--- src/rtl/load_seq_pkg.sv ---
// load_seq_pkg: shared definitions for the memory load sequencer.
//   state_t            - sequencer FSM states (CLEAR only when ZERO_FILL_EN is defined)
//   KERNEL_TAG         - address bit that selects the kernel region of the memory
//   *_ADDR_BITS        - counter bits forwarded to the address per phase
//   CNT_WIDTH          - word counter width (wide enough for the largest phase)
// Configuration macro: ZERO_FILL_EN (adds the CLEAR state).
package load_seq_pkg;

   localparam int KERNEL_TAG        = 15;
   localparam int KERNEL_ADDR_BITS  = 9;
   localparam int INPUT_ADDR_BITS   = 14;
   localparam int OVERLAP_ADDR_BITS = 8;
   localparam int CNT_WIDTH         = INPUT_ADDR_BITS;

   typedef enum logic [2:0] {
      S_IDLE,
`ifdef ZERO_FILL_EN
      S_CLEAR,
`endif
      S_LOAD_KERNEL,
      S_LOAD_INPUT,
      S_LOAD_OVERLAP,
      S_COMPUTE,
      S_FINISH
   } state_t;

endpackage

--- src/rtl/phase_counter.sv ---
// phase_counter: word counter for one load phase.
//   clk, arst_n : clock and asynchronous active-low reset
//   clr         : synchronous clear (wins over inc)
//   inc         : count one word
//   limit       : last count value of the current phase
//   cnt         : current word index
//   tc          : cnt has reached limit
module phase_counter
   import load_seq_pkg::*;
#(
   parameter int WIDTH = CNT_WIDTH
) (
   input  logic             clk,
   input  logic             arst_n,
   input  logic             clr,
   input  logic             inc,
   input  logic [WIDTH-1:0] limit,
   output logic [WIDTH-1:0] cnt,
   output logic             tc
);

   always_ff @(posedge clk or negedge arst_n) begin
      if (!arst_n)
         cnt <= '0;
      else if (clr)
         cnt <= '0;
      else if (inc)
         cnt <= cnt + WIDTH'(1);
   end

   assign tc = (cnt == limit);

endmodule

--- src/rtl/mem_load_sequencer.sv ---
// mem_load_sequencer: streams kernel, input-feature and overlap words from the
// host into on-chip memories, tile by tile, handing each tile to compute.
//   clk, arst_n_in          : clock, asynchronous active-low reset
//   start                   : run request (honoured in IDLE only)
//   src_data/valid/ready    : host word stream
//   a_input, b_input        : memory write address / data (zero when not writing)
//   int_mem_we              : input/kernel memory write enable
//   overlap_cache_we        : overlap cache write enable
//   b_zero                  : force write data to zero (zero-fill sweep)
//   data_ready, fsm_done    : tile handshake with the compute controller
//   busy, run_done, tile_idx: run status
// Configuration macro: ZERO_FILL_EN (zero-fill sweep of the input memory per run).
module mem_load_sequencer
   import load_seq_pkg::*;
#(
   parameter int IO_DATA_WIDTH = 16,
   parameter int KERNEL_WORDS  = 512,
   parameter int INPUT_WORDS   = 16384,
   parameter int OVERLAP_WORDS = 256,
   parameter int NB_TILES      = 4
) (
   input  logic                     clk,
   input  logic                     arst_n_in,
   input  logic                     start,
   input  logic [IO_DATA_WIDTH-1:0] src_data,
   input  logic                     src_valid,
   output logic                     src_ready,
   output logic [IO_DATA_WIDTH-1:0] a_input,
   output logic [IO_DATA_WIDTH-1:0] b_input,
   output logic                     int_mem_we,
   output logic                     overlap_cache_we,
   output logic                     b_zero,
   output logic                     data_ready,
   input  logic                     fsm_done,
   output logic                     busy,
   output logic                     run_done,
   output logic [7:0]               tile_idx
);

   state_t               state;
   logic [7:0]           tile_q;
   logic [CNT_WIDTH-1:0] cnt;
   logic [CNT_WIDTH-1:0] limit;
   logic                 loading;
   logic                 accept;
   logic                 cnt_inc;
   logic                 cnt_clr;
   logic                 tc;
   logic                 last;

   always_comb begin
      limit   = '0;
      loading = 1'b0;
      case (state)
`ifdef ZERO_FILL_EN
         S_CLEAR:        limit = CNT_WIDTH'(INPUT_WORDS - 1);
`endif
         S_LOAD_KERNEL:  begin limit = CNT_WIDTH'(KERNEL_WORDS - 1);  loading = 1'b1; end
         S_LOAD_INPUT:   begin limit = CNT_WIDTH'(INPUT_WORDS - 1);   loading = 1'b1; end
         S_LOAD_OVERLAP: begin limit = CNT_WIDTH'(OVERLAP_WORDS - 1); loading = 1'b1; end
         default:        ;
      endcase
   end

   assign accept = loading & src_valid;

`ifdef ZERO_FILL_EN
   // The sweep advances every cycle, independent of the host stream.
   assign cnt_inc = accept | (state == S_CLEAR);
`else
   assign cnt_inc = accept;
`endif

   assign last    = cnt_inc & tc;
   // Counter is already zero on every COMPUTE exit, so only start and phase ends clear it.
   assign cnt_clr = ((state == S_IDLE) & start) | last;

   phase_counter #(.WIDTH(CNT_WIDTH)) u_cnt (
      .clk    (clk),
      .arst_n (arst_n_in),
      .clr    (cnt_clr),
      .inc    (cnt_inc),
      .limit  (limit),
      .cnt    (cnt),
      .tc     (tc)
   );

   always_ff @(posedge clk or negedge arst_n_in) begin
      if (!arst_n_in) begin
         state  <= S_IDLE;
         tile_q <= '0;
      end else begin
         case (state)
            S_IDLE:
               if (start) begin
                  tile_q <= '0;
`ifdef ZERO_FILL_EN
                  state  <= S_CLEAR;
`else
                  state  <= S_LOAD_KERNEL;
`endif
               end
`ifdef ZERO_FILL_EN
            S_CLEAR:        if (last) state <= S_LOAD_KERNEL;
`endif
            S_LOAD_KERNEL:  if (last) state <= S_LOAD_INPUT;
            S_LOAD_INPUT:   if (last) state <= S_LOAD_OVERLAP;
            S_LOAD_OVERLAP: if (last) state <= S_COMPUTE;
            S_COMPUTE:
               if (fsm_done) begin
                  if (tile_q == 8'(NB_TILES - 1)) begin
                     state <= S_FINISH;
                  end else begin
                     // Kernels stay resident; next tile reloads input and overlap only.
                     tile_q <= tile_q + 8'd1;
                     state  <= S_LOAD_INPUT;
                  end
               end
            S_FINISH:       state <= S_IDLE;
            default:        state <= S_IDLE;
         endcase
      end
   end

   // Write port is combinational so the write lands in the accept cycle.
   always_comb begin
      a_input          = '0;
      b_input          = '0;
      int_mem_we       = 1'b0;
      overlap_cache_we = 1'b0;
      b_zero           = 1'b0;
      case (state)
`ifdef ZERO_FILL_EN
         S_CLEAR: begin
            a_input[INPUT_ADDR_BITS-1:0] = cnt[INPUT_ADDR_BITS-1:0];
            int_mem_we                   = 1'b1;
            b_zero                       = 1'b1;
         end
`endif
         S_LOAD_KERNEL:
            if (accept) begin
               a_input[KERNEL_ADDR_BITS-1:0] = cnt[KERNEL_ADDR_BITS-1:0];
               a_input[KERNEL_TAG]           = 1'b1;
               b_input                       = src_data;
               int_mem_we                    = 1'b1;
            end
         S_LOAD_INPUT:
            if (accept) begin
               a_input[INPUT_ADDR_BITS-1:0] = cnt[INPUT_ADDR_BITS-1:0];
               b_input                      = src_data;
               int_mem_we                   = 1'b1;
            end
         S_LOAD_OVERLAP:
            if (accept) begin
               a_input[OVERLAP_ADDR_BITS-1:0] = cnt[OVERLAP_ADDR_BITS-1:0];
               b_input                        = src_data;
               overlap_cache_we               = 1'b1;
            end
         default: ;
      endcase
   end

   assign src_ready  = loading;
   assign busy       = (state != S_IDLE);
   assign data_ready = (state == S_COMPUTE);
   assign run_done   = (state == S_FINISH);
   assign tile_idx   = tile_q;

endmodule

--- config.mk ---
export PLATFORM = sky130hd
export DESIGN_NAME = mem_load_sequencer
export DESIGN_NICKNAME = d
export VERILOG_FILES = /design/src/rtl/load_seq_pkg.sv /design/src/rtl/phase_counter.sv /design/src/rtl/mem_load_sequencer.sv
export SDC_FILE = /design/constraint.sdc
export NUM_CORES = 1
export LEC_CHECK = 0
export BUFFER_PORTS_ARGS = -buffer_cell sky130_fd_sc_hd__buf_2
export CAP_MARGIN = 0
export CORE_ASPECT_RATIO = 0.7
export CORE_MARGIN = 2
export CORE_UTILIZATION = 44
export DETAILED_ROUTE_END_ITERATION = 6
export GPL_TIMING_DRIVEN = 0
export PLACE_DENSITY = 0.84
export SETUP_SLACK_MARGIN = 0.3
export SKIP_LAST_GASP = 1
export SYNTH_ARGS = -nofsm -noshare
export SYNTH_HDL_FRONTEND = slang
export SYNTH_SLANG_ARGS = --single-unit
--- constraint.sdc ---
create_clock -name clk -period 1.9 [get_ports clk]
set_clock_uncertainty 0.05 [all_clocks]
set_input_delay 0.19 -clock clk [delete_from_list [all_inputs] [get_ports clk]]
set_output_delay 0.19 -clock clk [all_outputs]
set_load 0.02 [all_outputs]
==> results of run 1 <==
==> through the flow <==
| stage | instances | setup TNS [ns] | util | hold slack, ns |
|---|---|---|---|---|
| 4_1_cts | 365 | -1.02 | 0.787 | 0.263 |
| 3_3_place_gp | 322 | -1.60 | 0.577 | 0.166 |
| 5_1_grt | 374 | -5.14 | 0.865 | 0.273 |
| 6_report | 374 | -3.66 | 0.865 | 0.257 |
| 3_5_place_dp | 322 | -2.05 | 0.577 | 0.161 |
| 2_1_floorplan | 205 | -1.24 | - | -0.156 |
==> report_power, final <==
group | leakage (nW) | internal, W | switching, W
sequential | 0.323 | 0.000618 | 0.000151
combinational | 1.21 | 0.000644 | 0.000622
clock | 0.0217 | 0.000150 | 0.000208
==> tightest hold or removal path: cells and delay by family <==
family	cells	cell delay, ns
buffers and inverters	1	0.15
AOI/OAI and AO/OA	2	0.22
==> layer usage <==
metal	global-route usage	up-vias	routed length (microns)
met5	0	-	0
met4	0.0961	0	567
met3	0.0772	58	1090
met2	0.540	214	4030
met1	0.449	1120	3410
li1	-	946	-
==> worst paths after layout <==
check                                 start      endpoint  slack [ns]
worst max-delay path            tile_idx[6]   tile_idx[0]       -0.26
worst min register to register  tile_idx[7]   tile_idx[7]        0.54
worst min-delay path               fsm_done      state[2]        0.26
max in group asynchronous         arst_n_in      state[0]        1.01
worst max register to register  tile_idx[6]   tile_idx[0]       -0.26
min in group asynchronous         arst_n_in  u_cnt.cnt[3]        0.36
==> cell usage after synthesis (3+ instances only) <==
cell       n  area share
nand2_1   16       0.035
or4_1      4       0.017
dfrtp_1   25        0.36
nand2b_1   3       0.011
nor3_1     9       0.026
and2_1    30        0.11
or3_1      6       0.022
xor2_1     4       0.020
nand4_1    4       0.014
nand3_1    5       0.014
o21ai_1    7       0.020
a21oi_1    4       0.012
xnor2_1    8       0.040
clkbuf_1   5       0.011
nor2_1    18       0.039
inv_1      5       0.011
a21oi_2    5       0.025
==> timing repair <==
item / in CTS / in global routing
resized for setup: 130 / 60
endpoints found under the setup margin: 57 / 61
buffers inserted: 34 / 8
hold endpoints to repair: 25 / 0
hold buffers: 1 / 0
pin swaps: 36 / 34
cloned: 4 / 1
==> sequential cells by signal (all words and copies together), names as in the netlist <==
register,flops
u_cnt.cnt,14
state,3
tile_idx,8
==> cell type report <==
type	count	area share
buffer	11	0.0398
clock buffer	3	0.0124
clock inverter	1	0.00225
inverter	6	0.00676
multi-input combinational	164	0.438
sequential	25	0.190
tap	52	0.0195
timing repair buffer	112	0.292
==> cells in the final DEF (no fill, tap or decap), types with 5 or more instances in the layout <==
master	n
a21oi_2	6
buf_8	7
xnor2_1	7
inv_1	5
dfrtp_1	20
nor2_4	7
nand2_1	15
nor3_4	5
buf_2	32
dfrtp_2	5
and2_4	30
buf_6	50
nor2_1	8
buf_4	32
==> cells by family (layout without fill, tap and decap cells) <==
| group | count (synthesis) | after routing |
|---|---|---|
| simple gates | 116 | 116 |
| compound gates | 31 | 32 |
| flops | 25 | 25 |
| buf+inv | 17 | 133 |
| xor+xnor | 12 | 12 |
| fa+ha+maj | 2 | 2 |
| other cells | 1 | 2 |
==> qor.csv, run 1 <==
stage,metric,value,unit
worst_setup_path,Worst EP required,2.03,ns
power_and_ir_drop,power per cell area,719,nW/um^2
sta,Final Slew Violations,0,
worst_setup_path,critical path's largest stage delay,0.55,ns
yosys,"EDFF count, synth",0,
yosys,adder-cell area share of the yosys netlist,0.0144,
yosys,largest family of logic cells by synthesized area,simple AND/OR/NAND/NOR gates,
floorplanning,Die X-Extent,79.2,microns
worst_setup_path,"delay-heaviest family, CP",compound AO/OA/AOI/OAI gates,
yosys,Cell variety after synth,53,
sta,setup violators final,43,
layout,ANT cells,0,
yosys,Simple-Gate Fraction of Synth Area,0.384,
floorplanning,Die Span Y,56.6,microns
sta,fin crit share,1.14,
sta,fmax,463,MHz
floorplanning,floorplan core area,3850,sq um
detailed_routing,via-per-instance ratio,6.25,
detailed_routing,drt drc,0,
yosys,Async SR Flop Fraction,1.00,
yosys,Compound-Gate Fraction of Synth Area,0.133,
power_and_ir_drop,Max VDD drop,0.772,mV
layout,layout cells sized above 1,0.680,
layout,footprint of the multi-input gates,1460,sq um
sta,count of final hold-check violations,0,
floorplanning,site row count,19,
floorplanning,die area,4480,sq um
worst_setup_path,Max Fanout on Critical Path,5,
sta,worst setup margin,-0.259,ns
global_route,gr ovfl total,0,
yosys,mux contribution to synthesized area,0,
detailed_routing,Avg WL per Cell,24.3,microns
sta,Slew HR,0.609,
yosys,Synth Instances,204,
detailed_routing,DR pass1 iterations,5,
worst_setup_path,CP endpoint kind,flip-flop,
layout,Sequential Area,632,sq um
sta,setup repair after global routing missed its margin,yes,
detailed_routing,ANT nets after route,0,
worst_setup_path,crit path max-delay cell type,or4b_4,
global_route,vias in the first global route,2174,
cts,clock latency at the later pin of the worst-skew pair,0.29,ns
worst_setup_path,critical path class,flip-flop to flip-flop,
worst_setup_path,Worst EP arrival,2.29,ns
place,placed instance area,2220,sq um
cts,CTS tree,built,
detailed_routing,drt total wl,9.10,mm
detailed_routing,vias,2338,
job,Max Cap Viol,0,
sta,post-layout min period,2.16,ns
place,post-DP HPWL,3.25,mm
cts,total CTS buffers,3,
worst_setup_path,crit path buf inv count,1,
yosys,YS warnings,0,
floorplanning,Ports,68,
cts,CTS root buf,clkbuf_8,
layout,final instance area,3330,sq um
yosys,Syn Area/Cell,8.53,sq um
min_path,Hold Path Class,input port to flip-flop,
global_route,antenna violations before repair,0,
layout,filler instances,152,
yosys,sequential area share after synthesis,0.359,
power_and_ir_drop,cell leakage power,1.56,nW
floorplanning,Initial Util,0.452,
yosys,synthesized flop and latch total,25,
place,DP Worst Slack,-0.246,ns
detailed_routing,DR iter-0 viols,357,
power_and_ir_drop,Final Power,0.00239,W
yosys,Synth Area in XOR/XNOR,0.0604,
run_status,failing checks,setup timing,
yosys,dominant synthesized flop cell,dfrtp_1,
worst_setup_path,Worst Setup Start Kind,flip-flop,
run_status,outcome,"complete, but fails checks",
place,PortBufs,65,
cts,clock slew seen by the registers of the worst setup and hold paths,0.11,ns
cts,CTS H-tree lvls,1,
cts,Clock Sinks,25,
worst_setup_path,Levels on crit path,6,
layout,nets@finish,346,
min_path,hold path depth,3,
global_route,largest net degree at the start of global routing,26,
global_route,first-pass GRT wire length,11.5,mm
global_route,gr usage total,0.334,
worst_setup_path,Reg2Reg Depth,6,
sta,worst slew pin tran,0.586,ns
layout,Syn-to-layout area delta,91.3,%
worst_setup_path,critical path cell sequence,or4b_4 > o41a_1 > o22ai_4 > buf_6 > nor3_1 > a21o_1,
yosys,Mapped Area,1740,sq um
place,gpl congestion,0.800,
cts,Max Root-Sink Buffers,2,
No activity file was read; power rests on OpenSTA's default activity.
==> run 2, diff against run 1 <==
--- a/config.mk
+++ b/config.mk
@@ -8,7 +8,7 @@
 export BUFFER_PORTS_ARGS = -buffer_cell sky130_fd_sc_hd__buf_2
 export CAP_MARGIN = 0
 export CORE_ASPECT_RATIO = 0.7
-export CORE_MARGIN = 2
+export CORE_MARGIN = 5
 export CORE_UTILIZATION = 44
 export DETAILED_ROUTE_END_ITERATION = 6
 export GPL_TIMING_DRIVEN = 0
==> qor.csv, run 2 (synthesized netlist as in run 1, its figures left out) <==
stage,metric,value,unit,change
run_status,outcome,"complete, but fails checks",,
run_status,failing checks,setup timing,,
power_and_ir_drop,power per cell area,693,nW/um^2,-3.7%
sta,count of final hold-check violations,0,,unchanged
place,post-DP HPWL,3.70,mm,+14%
worst_setup_path,Worst EP required,2.07,ns,+0.04 ns
floorplanning,floorplan core area,3870,sq um,+0.62%
cts,CTS root buf,clkbuf_8,,
power_and_ir_drop,cell leakage power,1.66,nW,+6.8%
layout,"commonest non-fill, non-tap cells in the layout","buf_6, buf_4, buf_2, and2_4, dfrtp_1",,
sta,Final Slew Violations,0,,unchanged
cts,clock latency at the later pin of the worst-skew pair,0.28,ns,about the same
sta,setup TNS after final layout,-11.85,ns,-8.19 ns
global_route,largest net degree at the start of global routing,26,,unchanged
cts,Clock Sinks,25,,unchanged
global_route,vias in the first global route,2449,,+13%
worst_setup_path,critical path class,flip-flop to flip-flop,,
layout,Syn-to-layout area delta,99.9,%,
global_route,antenna violations before repair,0,,unchanged
cts,CTS H-tree lvls,1,,unchanged
floorplanning,Initial Util,0.449,,-0.00277
sta,Slew HR,0.620,,+0.0111
detailed_routing,drt total wl,10.4,mm,+14%
floorplanning,Die Span Y,62.6,microns,+11%
layout,layout cells sized above 1,0.686,,+0.00550
sta,fmax,455,MHz,-1.7%
place,PortBufs,65,,unchanged
min_path,Hold Path Class,input port to flip-flop,,
job,Max Cap Viol,0,,unchanged
sta,worst setup margin,-0.297,ns,-0.0384 ns
layout,"most common cell after layout, fill and taps aside",buf_6,,
sta,post-layout min period,2.20,ns,+0.0384 ns
floorplanning,die area,5330,sq um,+19%
worst_setup_path,Max Fanout on Critical Path,5,,unchanged
layout,final core occ,0.898,,+0.0334
worst_setup_path,CP endpoint kind,flip-flop,,
cts,Max Root-Sink Buffers,2,,unchanged
detailed_routing,via-per-instance ratio,6.59,,+5.4%
floorplanning,Die X-Extent,85.2,microns,+7.6%
cts,total CTS buffers,3,,unchanged
layout,nets@finish,358,,+3.5%
detailed_routing,drt drc,0,,unchanged
worst_setup_path,Worst Setup Start Kind,flip-flop,,
sta,worst slew pin tran,0.570,ns,-0.0167 ns
cts,clock slew seen by the registers of the worst setup and hold paths,0.09,ns,-0.02 ns
global_route,first-pass GRT wire length,13.8,mm,+21%
worst_setup_path,Worst EP arrival,2.37,ns,+0.08 ns
global_route,gr ovfl total,0,,unchanged
cts,CTS tree,built,,
detailed_routing,vias,2543,,+8.8%
detailed_routing,DR iter-0 viols,314,,-12%
detailed_routing,DR pass1 iterations,5,,unchanged
global_route,gr usage total,0.332,,-0.00126
sta,setup repair after global routing missed its margin,yes,,
sta,fin crit share,1.16,,+0.0202
power_and_ir_drop,Max VDD drop,0.685,mV,-11%
floorplanning,Ports,68,,unchanged
layout,ANT cells,0,,unchanged
detailed_routing,ANT nets after route,0,,unchanged
layout,max reg flops,14,,unchanged
detailed_routing,Avg WL per Cell,26.9,microns,+11%
layout,largest register by flop count,u_cnt.cnt,,
place,gpl congestion,0.902,,+13%
floorplanning,site row count,19,,unchanged
sta,setup violators final,58,,+35%
## run 2: repair_timing
item	CTS	global route
setup buffers	42	13
hold buffers	1	0
setup endpoints to repair	58	62
pin swaps	36	19
hold endpoints to repair	25	0
gates cloned	4	0
gates resized for setup	148	47
## run 2: path summary, 6_finish.rpt
check,start,to,slack (ns),cells after the start
max,tile_idx[3],tile_idx[5],-0.30,6
min reg2reg,tile_idx[7],tile_idx[7],0.55,2
max in group asynchronous,arst_n_in,u_cnt.cnt[8],1.01,2
max reg2reg,tile_idx[3],tile_idx[5],-0.30,6
min,start,tile_idx[7],0.29,4
min in group asynchronous,arst_n_in,tile_idx[0],0.38,2
## run 2: layer usage
metal	GRT usage	vias up	wire (microns)
li1	-	966	-
met1	0.401	1223	3720
met2	0.574	271	4850
met3	0.0843	83	1070
met4	0.111	0	755
met5	0	-	0
## run 2: layout make-up
type | instances | area (sq um)
multi-input cells | 163 | 1430
repair buffers | 125 | 1140
flip-flops and latches | 25 | 634
fillers | 140 | 395
plain buffers | 11 | 138
well taps | 52 | 65.1
clock buffers | 3 | 41.3
inverters | 6 | 22.5
clock inverters | 1 | 7.51
## run 2: through the flow
| step | area, sq um | power (W) | setup slack (ns) | hold WS, ns | std cells |
|---|---|---|---|---|---|
| global placement | 2220 | 0.00131 | -0.226 | 0.164 | 322 |
| finish | 3480 | 0.00241 | -0.297 | 0.290 | 386 |
| floorplan | 1830 | 0.00115 | -0.184 | -0.156 | 205 |
| CTS | 3210 | 0.00208 | -0.151 | 0.267 | 373 |
| global route | 3480 | 0.00247 | -0.311 | 0.285 | 386 |
| detailed placement | 2220 | 0.00133 | -0.255 | 0.167 | 322 |
## run 2: report_power, final
part / total, W / internal (W) / switching [W]
sequential: 0.000771 / 0.000618 / 0.000153
combinational: 0.00130 / 0.000643 / 0.000655
clock: 0.000340 / 0.000150 / 0.000191
total: 0.00241 / 0.00141 / 0.000999
## run 2: critical path, cell delays in order (launching register included)
cell     delay, ns
dfrtp_2       0.47
or4b_4        0.56
o41a_1        0.36
o22ai_4       0.22
buf_4         0.20
o21ai_1       0.12
a21oi_2       0.14
==> run 3, diff against run 2 <==
==> constraint.sdc (replaced) <==
create_clock -name clk -period 1.9 [get_ports clk]
set_clock_uncertainty 0.05 [all_clocks]
set_input_delay 0.095 -clock clk [delete_from_list [all_inputs] [get_ports clk]]
set_output_delay 0.095 -clock clk [all_outputs]
set_load 0.02 [all_outputs]
==> qor.csv, run 3 (synthesized netlist as in run 1, its figures left out) <==
stage,metric,value,unit,change
floorplanning,Die Span Y,62.6,microns,unchanged
power_and_ir_drop,internal power,0.00129,W,-8.7%
global_route,first-pass GRT wire length,11.6,mm,-16%
layout,Syn-to-layout area delta,83.2,%,
cts,CTS tree,built,,
power_and_ir_drop,Psw,0.000958,W,-4.2%
cts,clock slew seen by the registers of the worst setup and hold paths,0.10,ns,about the same
run_status,outcome,"complete, but fails checks",,
sta,worst setup margin,-0.247,ns,+0.0502 ns
worst_setup_path,critical path class,flip-flop to flip-flop,,
cts,clock latency at the later pin of the worst-skew pair,0.28,ns,about the same
sta,post-layout min period,2.15,ns,-0.0502 ns
layout,max reg flops,14,,unchanged
power_and_ir_drop,cell leakage power,1.49,nW,-10%
sta,Slew HR,0.597,,-0.0237
place,placed instance area,2220,sq um,-0.11%
layout,ANT cells,0,,unchanged
worst_setup_path,critical path's largest stage delay,0.56,ns,about the same
floorplanning,site row count,19,,unchanged
floorplanning,Die X-Extent,85.2,microns,unchanged
place,PortBufs,65,,unchanged
global_route,gr ovfl total,0,,unchanged
layout,footprint of the multi-input gates,1390,sq um,-2.6%
worst_setup_path,Worst EP required,2.05,ns,-0.02 ns
detailed_routing,drt drc,0,,unchanged
sta,count of final hold-check violations,0,,unchanged
layout,final core occ,0.823,,-0.0749
worst_setup_path,crit path buf inv count,2,,+1
worst_setup_path,Max Fanout on Critical Path,5,,unchanged
worst_setup_path,critical path cell sequence,nor2_4 > nand2_2 > inv_2 > o41a_1 > o22ai_4 > buf_6 > or4_1 > a21oi_2,,
sta,setup violators final,31,,-47%
detailed_routing,ANT nets after route,0,,unchanged
min_path,Hold Path Class,input port to flip-flop,,
detailed_routing,Avg WL per Cell,25.4,microns,-5.9%
sta,worst slew pin tran,0.605,ns,+0.0355 ns
run_status,failing checks,setup timing,,
job,Max Cap Viol,0,,unchanged
floorplanning,Ports,68,,unchanged
sta,setup repair after global routing missed its margin,yes,,
power_and_ir_drop,power per cell area,704,nW/um^2,+1.7%
global_route,antenna violations before repair,0,,unchanged
layout,filler instances,194,,+39%
detailed_routing,vias,2389,,-6.1%
cts,CTS root buf,clkbuf_8,,
worst_setup_path,"delay-heaviest family, CP",simple AND/OR/NAND/NOR gates,,
worst_setup_path,crit path max-delay cell type,or4_1,,
layout,layout cells sized above 1,0.625,,-0.0602
layout,"most common cell after layout, fill and taps aside",buf_6,,
layout,"commonest non-fill, non-tap cells in the layout","buf_6, buf_2, buf_4, and2_4, dfrtp_1",,
cts,Max Root-Sink Buffers,2,,unchanged
sta,fmax,466,MHz,+2.3%
power_and_ir_drop,Sequential Power Share,0.349,,+0.029
layout,Sequential Area,633,sq um,-0.20%
detailed_routing,drt total wl,9.31,mm,-11%
layout,nets@finish,339,,-5.3%
cts,Clock Sinks,25,,unchanged
power_and_ir_drop,Sw Share,0.426,,+0.0118
layout,largest register by flop count,u_cnt.cnt,,
place,post-DP HPWL,3.55,mm,-3.8%
floorplanning,Initial Util,0.449,,unchanged
layout,final instance area,3190,sq um,-8.3%
detailed_routing,DR iter-0 viols,459,,+46%
detailed_routing,DR pass1 iterations,5,,unchanged
sta,Final Slew Violations,0,,unchanged
power_and_ir_drop,Max VDD drop,0.667,mV,-2.5%
floorplanning,die area,5330,sq um,unchanged
cts,CTS H-tree lvls,1,,unchanged
worst_setup_path,Worst Setup Start Kind,flip-flop,,
global_route,gr usage total,0.276,,-0.0565
worst_setup_path,CP endpoint kind,flip-flop,,
cts,total CTS buffers,3,,unchanged
sta,fin crit share,1.13,,-0.0264
worst_setup_path,Worst EP arrival,2.30,ns,-0.07 ns
global_route,vias in the first global route,2187,,-11%
global_route,largest net degree at the start of global routing,26,,unchanged
power_and_ir_drop,Clock Power Share,0.153,,+0.012
detailed_routing,via-per-instance ratio,6.51,,-1.2%
place,gpl congestion,0.833,,-7.6%
power_and_ir_drop,Gate power share,0.498,,-0.041
floorplanning,floorplan core area,3870,sq um,unchanged
run 3: cell count changes in the layout (fill, tap and decap cells not counted), sizes merged:
cell / previous run / this run
clkinvlp: 1 / 0
buf: 128 / 114
o21ai: 10 / 11
clkbuf: 10 / 5
run 3: timing repair:
action	CTS	global route
hold buffers	1	0
endpoints found under the setup margin	55	60
pin swaps	26	13
hold endpoints to repair	25	0
gates cloned	4	0
setup buffers	29	7
resized for setup	116	59
run 3: routing by layer:
metal / wire length, microns / part of all wire / vias up / global-route usage
met5: 0 / 0 / - / 0
li1: - / - / 934 / -
met3: 995 / 0.11 / 65 / 0.0685
met1: 3340 / 0.36 / 1143 / 0.334
met4: 560 / 0.060 / 0 / 0.128
met2: 4410 / 0.47 / 247 / 0.458
run 3: worst paths after layout:
| path | cells past startpoint | slack (ns) | to | from |
|---|---|---|---|---|
| worst max-delay path | 8 | -0.25 | tile_idx[6] | state[1] |
| worst min-delay path | 4 | 0.24 | tile_idx[7] | start |
| worst max register to register | 8 | -0.25 | tile_idx[6] | state[1] |
| worst min register to register | 2 | 0.55 | tile_idx[7] | tile_idx[7] |
| max in group asynchronous | 2 | 1.04 | tile_idx[6] | arst_n_in |
| min in group asynchronous | 2 | 0.33 | state[2] | arst_n_in |
run 3: area by class of cell:
type	count	area share
Buffer	11	0.0408
Clock buffer	4	0.0141
Inverter	6	0.00706
Multi-Input combinational cell	164	0.437
Sequential cell	25	0.199
Tap cell	52	0.0204
Timing Repair Buffer	105	0.282
run 3: power by group through the flow:
stage                     logic [W]  clock network (W)  registers, W
after floorplan            0.000431                  0      0.000716
after global placement     0.000576                  0      0.000734
after detailed placement   0.000590                  0      0.000742
after CTS                  0.000869           0.000319      0.000737
after global routing        0.00115           0.000361      0.000794
final                       0.00112           0.000343      0.000784
run 3: stage by stage:
step	instances	worst slack (ns)	hold WS (ns)	total power, W	TNS, ns
6_report	367	-0.247	0.237	0.00225	-4.38
5_1_grt	367	-0.309	0.266	0.00231	-5.14
4_1_cts	360	-0.142	0.188	0.00193	-1.07
3_5_place_dp	322	-0.240	0.0705	0.00133	-1.79
3_3_place_gp	322	-0.230	0.0721	0.00131	-1.66
2_1_floorplan	205	-0.184	-0.251	0.00115	-1.24
run 3: tightest hold or removal path, delay by kind of cell:
kind | cells | cell delay (ns)
simple gates | 3 | 0.33
buf+inv | 1 | 0.11
